File: src/rtl/qspi_slave_wb_bridge.sv
// qspi_slave_wb_bridge: quad-SPI slave that turns host frames into 32-bit Wishbone master accesses
//   i_sys_clk, i_rst      : system clock, synchronous active-high reset
//   i_sclk, i_ssn, i_sdin : async QSPI pins (mode 0), oversampled through 2-FF synchronisers
//   o_sdout, o_sdout_oen  : read-data nibble and pad direction (0 = drive)
//   o_spi_if_st, o_bitcnt : FSM state code and bits moved in the current phase
//   o_sck_toggle, o_inst_trg, o_addr_trg, o_spi_st_trans, o_spi_trig : 1-cycle debug strobes
//   o_wbm_* / i_wbm_*     : Wishbone master (single outstanding cycle, sel always 4'hF)
module qspi_slave_wb_bridge #(
    parameter logic [7:0] CMD_WR    = 8'h02,
    parameter logic [7:0] CMD_RD    = 8'h0B,
    parameter int         DUMMY_CYC = 8
) (
    input  logic        i_sys_clk,
    input  logic        i_rst,
    input  logic        i_sclk,
    input  logic        i_ssn,
    input  logic [3:0]  i_sdin,
    output logic [3:0]  o_sdout,
    output logic        o_sdout_oen,
    output logic [2:0]  o_spi_if_st,
    output logic        o_sck_toggle,
    output logic [5:0]  o_bitcnt,
    output logic        o_inst_trg,
    output logic        o_addr_trg,
    output logic        o_spi_st_trans,
    output logic        o_spi_trig,
    output logic        o_wbm_cyc,
    output logic        o_wbm_stb,
    output logic [31:0] o_wbm_adr,
    output logic        o_wbm_we,
    output logic [31:0] o_wbm_dat,
    output logic [3:0]  o_wbm_sel,
    input  logic [31:0] i_wbm_dat,
    input  logic        i_wbm_ack,
    input  logic        i_wbm_err
);
    typedef enum logic [2:0] {
        S_IDLE = 3'd0, S_CMD = 3'd1, S_ADDR = 3'd2, S_DUMMY = 3'd3,
        S_WDATA = 3'd4, S_RDATA = 3'd5, S_IGNORE = 3'd6
    } state_t;
    localparam logic [5:0] DUMMY_LAST = 6'(4 * (DUMMY_CYC - 1));
    state_t      r_state, w_next;
    logic [1:0]  r_sclk_s, r_ssn_s;
    logic [3:0]  r_sdin_s0, r_sdin_s1;
    logic        r_sclk_d, r_ssn_d;
    logic [5:0]  r_bitcnt;
    logic [31:0] r_sh, r_rsh, r_addr, r_rdata;
    logic        r_is_rd, r_rd_go, r_rvalid, r_discard;
    logic [3:0]  r_sdout;
    logic        r_oen, r_sck_toggle, r_inst_trg, r_addr_trg, r_st_trans, r_spi_trig;
    logic        r_cyc, r_we;
    logic [31:0] r_adr, r_dat;
    logic [3:0]  r_sel;
    logic        w_sclk, w_ssn, w_rise, w_fall, w_ssn_fall, w_last, w_ack;
    logic        w_wr_word, w_load, w_wr_launch, w_rd_launch, w_pf_launch, w_launch;
    logic [5:0]  w_last_tgt;
    logic [31:0] w_sh_next, w_word;
    assign w_sclk      = r_sclk_s[1];
    assign w_ssn       = r_ssn_s[1];
    assign w_rise      = w_sclk & ~r_sclk_d;
    assign w_fall      = ~w_sclk & r_sclk_d;
    assign w_ssn_fall  = ~w_ssn & r_ssn_d;
    assign w_sh_next   = {r_sh[27:0], r_sdin_s1};
    assign w_last_tgt  = (r_state == S_CMD) ? 6'd4 : (r_state == S_DUMMY) ? DUMMY_LAST : 6'd28;
    assign w_last      = w_rise & ~w_ssn & (r_bitcnt == w_last_tgt);
    assign w_ack       = r_cyc & (i_wbm_ack | i_wbm_err);
    assign w_wr_word   = (r_state == S_WDATA) & w_last;
    // A word is loaded into the output shifter on the fall that starts its first nibble
    assign w_load      = (r_state == S_RDATA) & w_fall & ~w_ssn & (r_bitcnt == 6'd0);
    assign w_wr_launch = w_wr_word & ~r_cyc;
    assign w_rd_launch = r_rd_go & ~r_cyc & ~w_ssn;
    assign w_pf_launch = w_load & ~r_cyc;
    assign w_launch    = w_wr_launch | w_rd_launch | w_pf_launch;
    // Data that never arrived in time is shifted out as all ones
    assign w_word      = r_rvalid ? r_rdata : 32'hFFFF_FFFF;
    always_ff @(posedge i_sys_clk) begin
        if (i_rst) r_state <= S_IDLE;
        else       r_state <= w_next;
    end
    always_comb begin
        w_next = r_state;
        case (r_state)
            S_IDLE:  w_next = w_ssn_fall ? S_CMD : S_IDLE;
            S_CMD:   if (w_last) w_next = (w_sh_next[7:0] == CMD_WR || w_sh_next[7:0] == CMD_RD) ? S_ADDR : S_IGNORE;
            S_ADDR:  if (w_last) w_next = r_is_rd ? S_DUMMY : S_WDATA;
            S_DUMMY: if (w_last) w_next = S_RDATA;
            default: w_next = r_state;
        endcase
        if (r_state != S_IDLE && w_ssn) w_next = S_IDLE;
    end
    always_ff @(posedge i_sys_clk) begin
        if (i_rst) begin
            r_sclk_s <= 2'b00;  r_sclk_d <= 1'b0;
            r_ssn_s <= 2'b11;   r_ssn_d <= 1'b1;
            r_sdin_s0 <= 4'h0;  r_sdin_s1 <= 4'h0;
            r_bitcnt <= 6'd0;   r_sh <= 32'h0;    r_rsh <= 32'h0;
            r_addr <= 32'h0;    r_rdata <= 32'h0; r_is_rd <= 1'b0;
            r_rd_go <= 1'b0;    r_rvalid <= 1'b0; r_discard <= 1'b0;
            r_sdout <= 4'h0;    r_oen <= 1'b1;    r_sck_toggle <= 1'b0;
            r_inst_trg <= 1'b0; r_addr_trg <= 1'b0;
            r_st_trans <= 1'b0; r_spi_trig <= 1'b0;
            r_cyc <= 1'b0;      r_we <= 1'b0;     r_adr <= 32'h0;
            r_dat <= 32'h0;     r_sel <= 4'h0;
        end else begin
            r_sclk_s <= {r_sclk_s[0], i_sclk};
            r_sclk_d <= w_sclk;
            r_ssn_s <= {r_ssn_s[0], i_ssn};
            r_ssn_d <= w_ssn;
            r_sdin_s0 <= i_sdin;
            r_sdin_s1 <= r_sdin_s0;
            r_sck_toggle <= w_rise;
            r_st_trans <= (w_next != r_state);
            r_inst_trg <= (r_state == S_CMD) & w_last;
            r_addr_trg <= (r_state == S_ADDR) & w_last;
            r_rd_go <= (r_state == S_ADDR) & w_last & r_is_rd;
            r_oen <= (w_next != S_RDATA);
            r_spi_trig <= w_launch;
            if (w_next != r_state) r_bitcnt <= 6'd0;
            else if (w_rise && r_state != S_IDLE && r_state != S_IGNORE) r_bitcnt <= w_last ? 6'd0 : r_bitcnt + 6'd4;
            if (w_rise) r_sh <= w_sh_next;
            if ((r_state == S_CMD) && w_last) r_is_rd <= (w_sh_next[7:0] == CMD_RD);
            if ((r_state == S_ADDR) && w_last) r_addr <= w_sh_next;
            else if (w_wr_word || w_load) r_addr <= r_addr + 32'd4;
            if (w_next != S_RDATA) r_sdout <= 4'h0;
            else if (w_load) begin
                r_sdout <= w_word[31:28];
                r_rsh <= {w_word[27:0], 4'h0};
            end else if ((r_state == S_RDATA) && w_fall) begin
                r_sdout <= r_rsh[31:28];
                r_rsh <= {r_rsh[27:0], 4'h0};
            end
            // Read data is kept only if the frame is still open and the word has not been consumed yet
            if (w_load || r_state == S_IDLE) r_rvalid <= 1'b0;
            else if (w_ack && !r_we && !r_discard && !w_ssn) begin
                r_rvalid <= 1'b1;
                r_rdata <= i_wbm_err ? 32'h0 : i_wbm_dat;
            end
            if (w_launch) r_discard <= 1'b0;
            else if (r_cyc && (w_ssn || w_load)) r_discard <= 1'b1;
            if (w_ack) begin
                r_cyc <= 1'b0;
                r_sel <= 4'h0;
            end else if (w_launch) begin
                r_cyc <= 1'b1;
                r_sel <= 4'hF;
                r_we <= w_wr_launch;
                r_adr <= w_pf_launch ? r_addr + 32'd4 : r_addr;
                if (w_wr_launch) r_dat <= w_sh_next;
            end
        end
    end
    assign o_sdout        = r_sdout;
    assign o_sdout_oen    = r_oen;
    assign o_spi_if_st    = r_state;
    assign o_sck_toggle   = r_sck_toggle;
    assign o_bitcnt       = r_bitcnt;
    assign o_inst_trg     = r_inst_trg;
    assign o_addr_trg     = r_addr_trg;
    assign o_spi_st_trans = r_st_trans;
    assign o_spi_trig     = r_spi_trig;
    assign o_wbm_cyc      = r_cyc;
    assign o_wbm_stb      = r_cyc;
    assign o_wbm_adr      = r_adr;
    assign o_wbm_we       = r_we;
    assign o_wbm_dat      = r_dat;
    assign o_wbm_sel      = r_sel;
endmodule

File: config.mk
export PLATFORM = sky130hd
export DESIGN_NAME = qspi_slave_wb_bridge
export DESIGN_NICKNAME = d
export VERILOG_FILES = /design/src/rtl/qspi_slave_wb_bridge.sv
export SDC_FILE = /design/constraint.sdc
export NUM_CORES = 1
export LEC_CHECK = 0
export CAP_MARGIN = 20
export CORE_MARGIN = 4
export CORE_UTILIZATION = 61
export CTS_BUF_LIST = sky130_fd_sc_hd__clkbuf_4
export DETAILED_ROUTE_END_ITERATION = 6
export PLACE_DENSITY = 0.87
export SLEW_MARGIN = 20
export SYNTH_ARGS = -nofsm -noshare
export SYNTH_HDL_FRONTEND = slang
export SYNTH_SLANG_ARGS = --single-unit
File: constraint.sdc
create_clock -name i_sys_clk -period 7.35 [get_ports i_sys_clk]
set_clock_uncertainty 0.1 [all_clocks]
set_input_delay 0.735 -clock i_sys_clk [delete_from_list [all_inputs] [get_ports i_sys_clk]]
set_output_delay 0.735 -clock i_sys_clk [all_outputs]
set_load 0.03 [all_outputs]
Word level (Yosys, flattened, before mapping) --
Cells that the tools add are included.
Storage, ports and cells: register bits 228, output and inout port bits 90
Cells by class: add/subtract/negate cells 2, equality and inequality tests 11, multiplexer cells 19, bitwise gates (word level) 27, reductions and logical operators 31
Operator list (count):
- $mux W32 | 7
- $add A32 B3 Y32 const B | 1
- $mux W3 | 6
- $and A1 B1 Y1 | 17
- $pmux W3 S4 | 1
- $logic_and A1 B1 Y1 | 10
- $reduce_or A2 Y1 | 5
- $eq A8 B2 Y1 const B | 1
- $eq A8 B4 Y1 const B | 1
- $mux W4 | 2
- $not A1 Y1 | 7
- $add A6 B3 Y6 const B | 1
- $eq A3 B2 Y1 const B | 2
- $eq A3 B3 Y1 const B | 2
- $eq A6 B5 Y1 | 1
- $logic_not A6 Y1 | 1
- $mux W6 | 1
- $ne A3 B3 Y1 const B | 2
- $reduce_and A2 Y1 | 3
- $mux W5 | 1
- $logic_or A1 B1 Y1 | 4
- $reduce_bool A2 Y1 | 2
- $eq A3 B1 Y1 const B | 1
- $logic_not A1 Y1 | 3
- 6 further kinds | 8

Logic depth before layout (Yosys ltp) --
depth in word-level cells 10, mapped depth 10, gate-level depth less buffers 7

Least setup slack after synthesis --
Ideal clock, no wire load.
kind register to register, from reg r_bitcnt[2], in the netlist o_bitcnt[2], to reg r_adr[10], in the netlist o_wbm_adr[10], setup time 0.081 ns, data arrival time 2.497 ns, data required time 7.169 ns, slack 4.672 ns, stages on the path, launching flop included 11, buffers on the path 3, clock period less this slack 2.678 ns, path through dfxtp_1 -> inv_1 -> ha_1 -> or4b_4 -> buf_6 -> nor4_2 -> or3_1 -> buf_4 -> buf_6 -> nor2_1 -> a211oi_2
Between the ends: cells in the longest elaborated chain, start to end 7
Ends and longest elaborated chain:
- start, declared | RTL line 46 | logic [5:0] r_bitcnt;
- start signal, assigned | RTL line 119 | else if (w_rise && r_state != S_IDLE && r_state != S_IGNORE) r_bitcnt <= w_last ? 6'd0 : r_bitcnt + 6'd4;
- $eq A6 B5 Y1 | RTL line 65 | assign w_last = w_rise & ~w_ssn & (r_bitcnt == w_last_tgt);
- $and A1 B1 Y1 | RTL line 65
- $and A1 B1 Y1 | RTL line 67 | assign w_wr_word = (r_state == S_WDATA) & w_last;
- $and A1 B1 Y1 | RTL line 70 | assign w_wr_launch = w_wr_word & ~r_cyc;
- $or A1 B1 Y1 (2 in a row) | RTL line 73 | assign w_launch = w_wr_launch | w_rd_launch | w_pf_launch;
- $reduce_and A2 Y1 (no line)
- end signal, assigned | RTL line 147 | r_adr <= w_pf_launch ? r_addr + 32'd4 : r_addr;
- end, declared | RTL line 52 | logic [31:0] r_adr, r_dat;
Several ways; a longest one is shown, not always the timed one. A chain may end at the register's enable or synchronous reset.

Worst setup path in the final report --
from reg r_bitcnt[2], in the netlist o_bitcnt[2], to reg r_addr[8]
Between the ends: cells in the longest elaborated chain, start to end 5
Ends and longest elaborated chain:
- $eq A6 B5 Y1 | RTL line 65
- $and A1 B1 Y1 | RTL line 65
- $and A1 B1 Y1 | RTL line 67
- $logic_or A1 B1 Y1 | RTL line 123 | else if (w_wr_word || w_load) r_addr <= r_addr + 32'd4;
- $reduce_bool A2 Y1 (no line)
- end signal, assigned | RTL line 122 | if ((r_state == S_ADDR) && w_last) r_addr <= w_sh_next;
- end signal, assigned | RTL line 123
- end, declared | RTL line 47 | logic [31:0] r_sh, r_rsh, r_addr, r_rdata;
Several ways; a longest one is shown, not always the timed one.

==> results_dict.tcl <==
set metrics [dict create \
    status "complete, no violations" \
    clkSlewWorstSetupHoldPaths_ns 0.06 \
    fin_setup_tns_ns 0 \
    fill_cells 1193 \
    maxCapViolCount 0 \
    path_max_fanout 32 \
    vias_per_cell 6.08 \
    antenna_found_initial 1 \
    vdd_drop_max_uv 177 \
    hold_buffers 0 \
    clock-sinks 221 \
    power_frac_seq_pct 52.4 \
    power_switching_mw 0.539 \
    gr-usage-met3_pct 5.07 \
    drc 0 \
    p_int_mw 1.76 \
    mappedNetlistArea_mm2 0.00982 \
    relSlewSlack_pct 27.3 \
    cp.required_ns 7.74 \
    root_buffer "clkbuf_4" \
    whs_ns 0.318 \
    die_area_mm2 0.0182 \
    postCtsSetupBuffers 0 \
    synth-edff-count 0 \
    min_period_ns 3.70 \
    finalPower_mw 2.30 \
    gp_congestion 0.906 \
    grt-busiest-layer "met2" \
    fin_area_mm2 0.0116 \
    drive_above_1_share_pct 11.1 \
    row_count 46 \
    clk_path_buf_depth 3 \
    seqCellArea_mm2 0.00442 \
    gr-usage-all-layers_pct 28.0 \
    hold_depth 1 \
    io-pin-count 132 \
    avgSynthCellArea_um2 8.26 \
    grt_pass1_wl_um 42300 \
    cts_tree "built" \
    p_sw_share_pct 23.4 \
    layout_commonest_cell "dfxtp_1" \
    dp_hpwl_um 16800 \
    reg2reg_from "o_bitcnt[2]" \
    hold_start "r_ssn_s[0]" \
    grt_pass1_vias 8616 \
    crit_type "reg -> reg" \
    post_dp_cell_area_mm2 0.0110 \
    hold_end "r_ssn_s[1]" \
    ant_nets 0 \
    routed_wl_um 26300 \
    rr_worst_depth 7 \
    grtUsageMet2_pct 45.6 \
    yosysSeqAreaShare_pct 45.1 \
    vias 9294 \
    finalNetCount 1318 \
    pwr-share-comb_pct 3.2 \
    r2r_end "r_addr[8]" \
    io_buffers 129 \
    area_growth_pct 18.6 \
    fin_crit_sh_pct 50.4 \
    max_freq_ghz 0.270 \
    synthCells 1189 \
    insertion_delay_ns 0.68 \
    initial_core_util_pct 62.0 \
    drv_slew 0 \
    grt_max_degree 120 \
    worstPathArrival_ns 4.10 \
    cp-start-kind "flip-flop" \
    ys.flop_type "dfxtp_1" \
    rsz0062_at_grt "no" \
    cellPowerDensity_mw_per_mm2 198 \
    rrSetupSlack_ns 3.65 \
    first_pass_iters 6 \
    yosysWarnings 0 \
    synth.distinct_cells 59 \
    min_path_type "reg -> reg" \
    final_cell_mix "dfxtp_1 (221), nand2_1 (217), a21oi_1 (152)" \
    hold_viol 0 \
    die_w_um 135 \
    pwr-share-clk_pct 44.4 \
    endpoint_kind "flip-flop" \
    grt_overflow 0 \
    htree_levels 2 \
    setup_viol_count_final 0 \
    dr.first_iter.drc_count 1135 \
    met1_usage_pct 37.3 \
    dieHeight_um 135 \
    cts_resized 0 \
    cts_buffers 54 \
    dp_slack_ns 3.35 \
    multi_input_area_mm2 0.00484 \
    wl_per_cell_um 17.2 \
    core_mm2 0.0158 \
    cellLeakagePower_nw 3.63 \
    async_flop_share_pct 0 \
    ys_seq_elements 221 \
    setup_ws_ns 3.65 \
    worst_pin_slew_ns 1.09 \
]
per-layer routing:
metal / up-vias / wire (um)
met1: 4393 / 11000
met3: 69 / 2360
met5: - / 0
met2: 474 / 12300
met4: 0 / 668
li1: 4358 / -
metrics by stage:
| step | util (%) | std cells |
|---|---|---|
| 2_1_floorplan | - | 1190 |
| 6_report | 73.6 | 1528 |
| 3_5_place_dp | 69.2 | 1433 |
| 4_1_cts | 73.5 | 1527 |
| 3_3_place_gp | 69.2 | 1433 |
| 5_1_grt | 73.6 | 1528 |
worst max path at each step:
stage                startpoint            end  cells after the start
floorplan           o_bitcnt[2]  o_wbm_adr[10]                     10
global placement      i_wbm_err    r_rdata[23]                      6
detailed placement    i_wbm_err    r_rdata[16]                      6
CTS                 o_bitcnt[2]      r_addr[8]                      7
global route        o_bitcnt[2]     r_addr[11]                      7
finish              o_bitcnt[2]      r_addr[8]                      7
synthesized netlist by cell type, drive strengths merged, types with 27 or more instances:
cell      n  area [um2]
dfxtp   221        4420
nand2   217         815
a21oi   152         761
clkbuf   80         300
nor2     75         282
or3      37         231
nand3b   33         248
a211oi   32         375
buf      32         220
o21ai    29         145
xnor2    28         245
o211ai   27         203
logic make-up after synthesis:
kind of cell / synth area share, %
muxes: 0.217
AOI/OAI and AO/OA: 20.1
and+or+nand+nor: 25.4
other: 0.0382
adders and majority gates: 0.382
DFF: 45.1
xor gates and xnor gates: 2.94
buffers and inverters: 5.88
power groups by stage:
stage / clock network, mW / logic [mW] / registers [mW]
after floorplan: 0 / 0.0414 / 1.23
after CTS: 1.03 / 0.0727 / 1.21
after global routing: 1.10 / 0.0792 / 1.21
after global placement: 0 / 0.0723 / 1.23
final: 1.02 / 0.0738 / 1.21
after detailed placement: 0 / 0.0724 / 1.23
layout make-up:
class	count	share of cell area, %
multi-input combinational	842	41.5
clock inverter	14	0.731
timing repair buffer	139	11.7
sequential	221	38.0
clock buffer	80	5.16
inverter	15	0.484
antenna	1	0.0215
tap	216	2.32
sequential cells by signal, summed over array words and instances (netlist names), 2 cells and up:
| name | count |
|---|---|
| o_wbm_adr | 32 |
| o_wbm_dat | 32 |
| r_addr | 32 |
| r_rdata | 32 |
| r_rsh | 28 |
| r_sh | 28 |
| o_bitcnt | 4 |
| o_sdout | 4 |
| r_sdin_s0 | 4 |
| r_sdin_s1 | 4 |
| o_spi_if_st | 3 |
| r_sclk_s | 2 |
| r_ssn_s | 2 |
critical path, stage by stage, from the launching register on:
cell	delay, ns
dfxtp_1	0.45
inv_1	0.11
ha_1	0.22
or4b_4	0.27
or3_1	0.82
nand2_1	0.93
a32oi_1	0.50
a31oi_1	0.13
No activity file was read; power rests on OpenSTA's default activity.
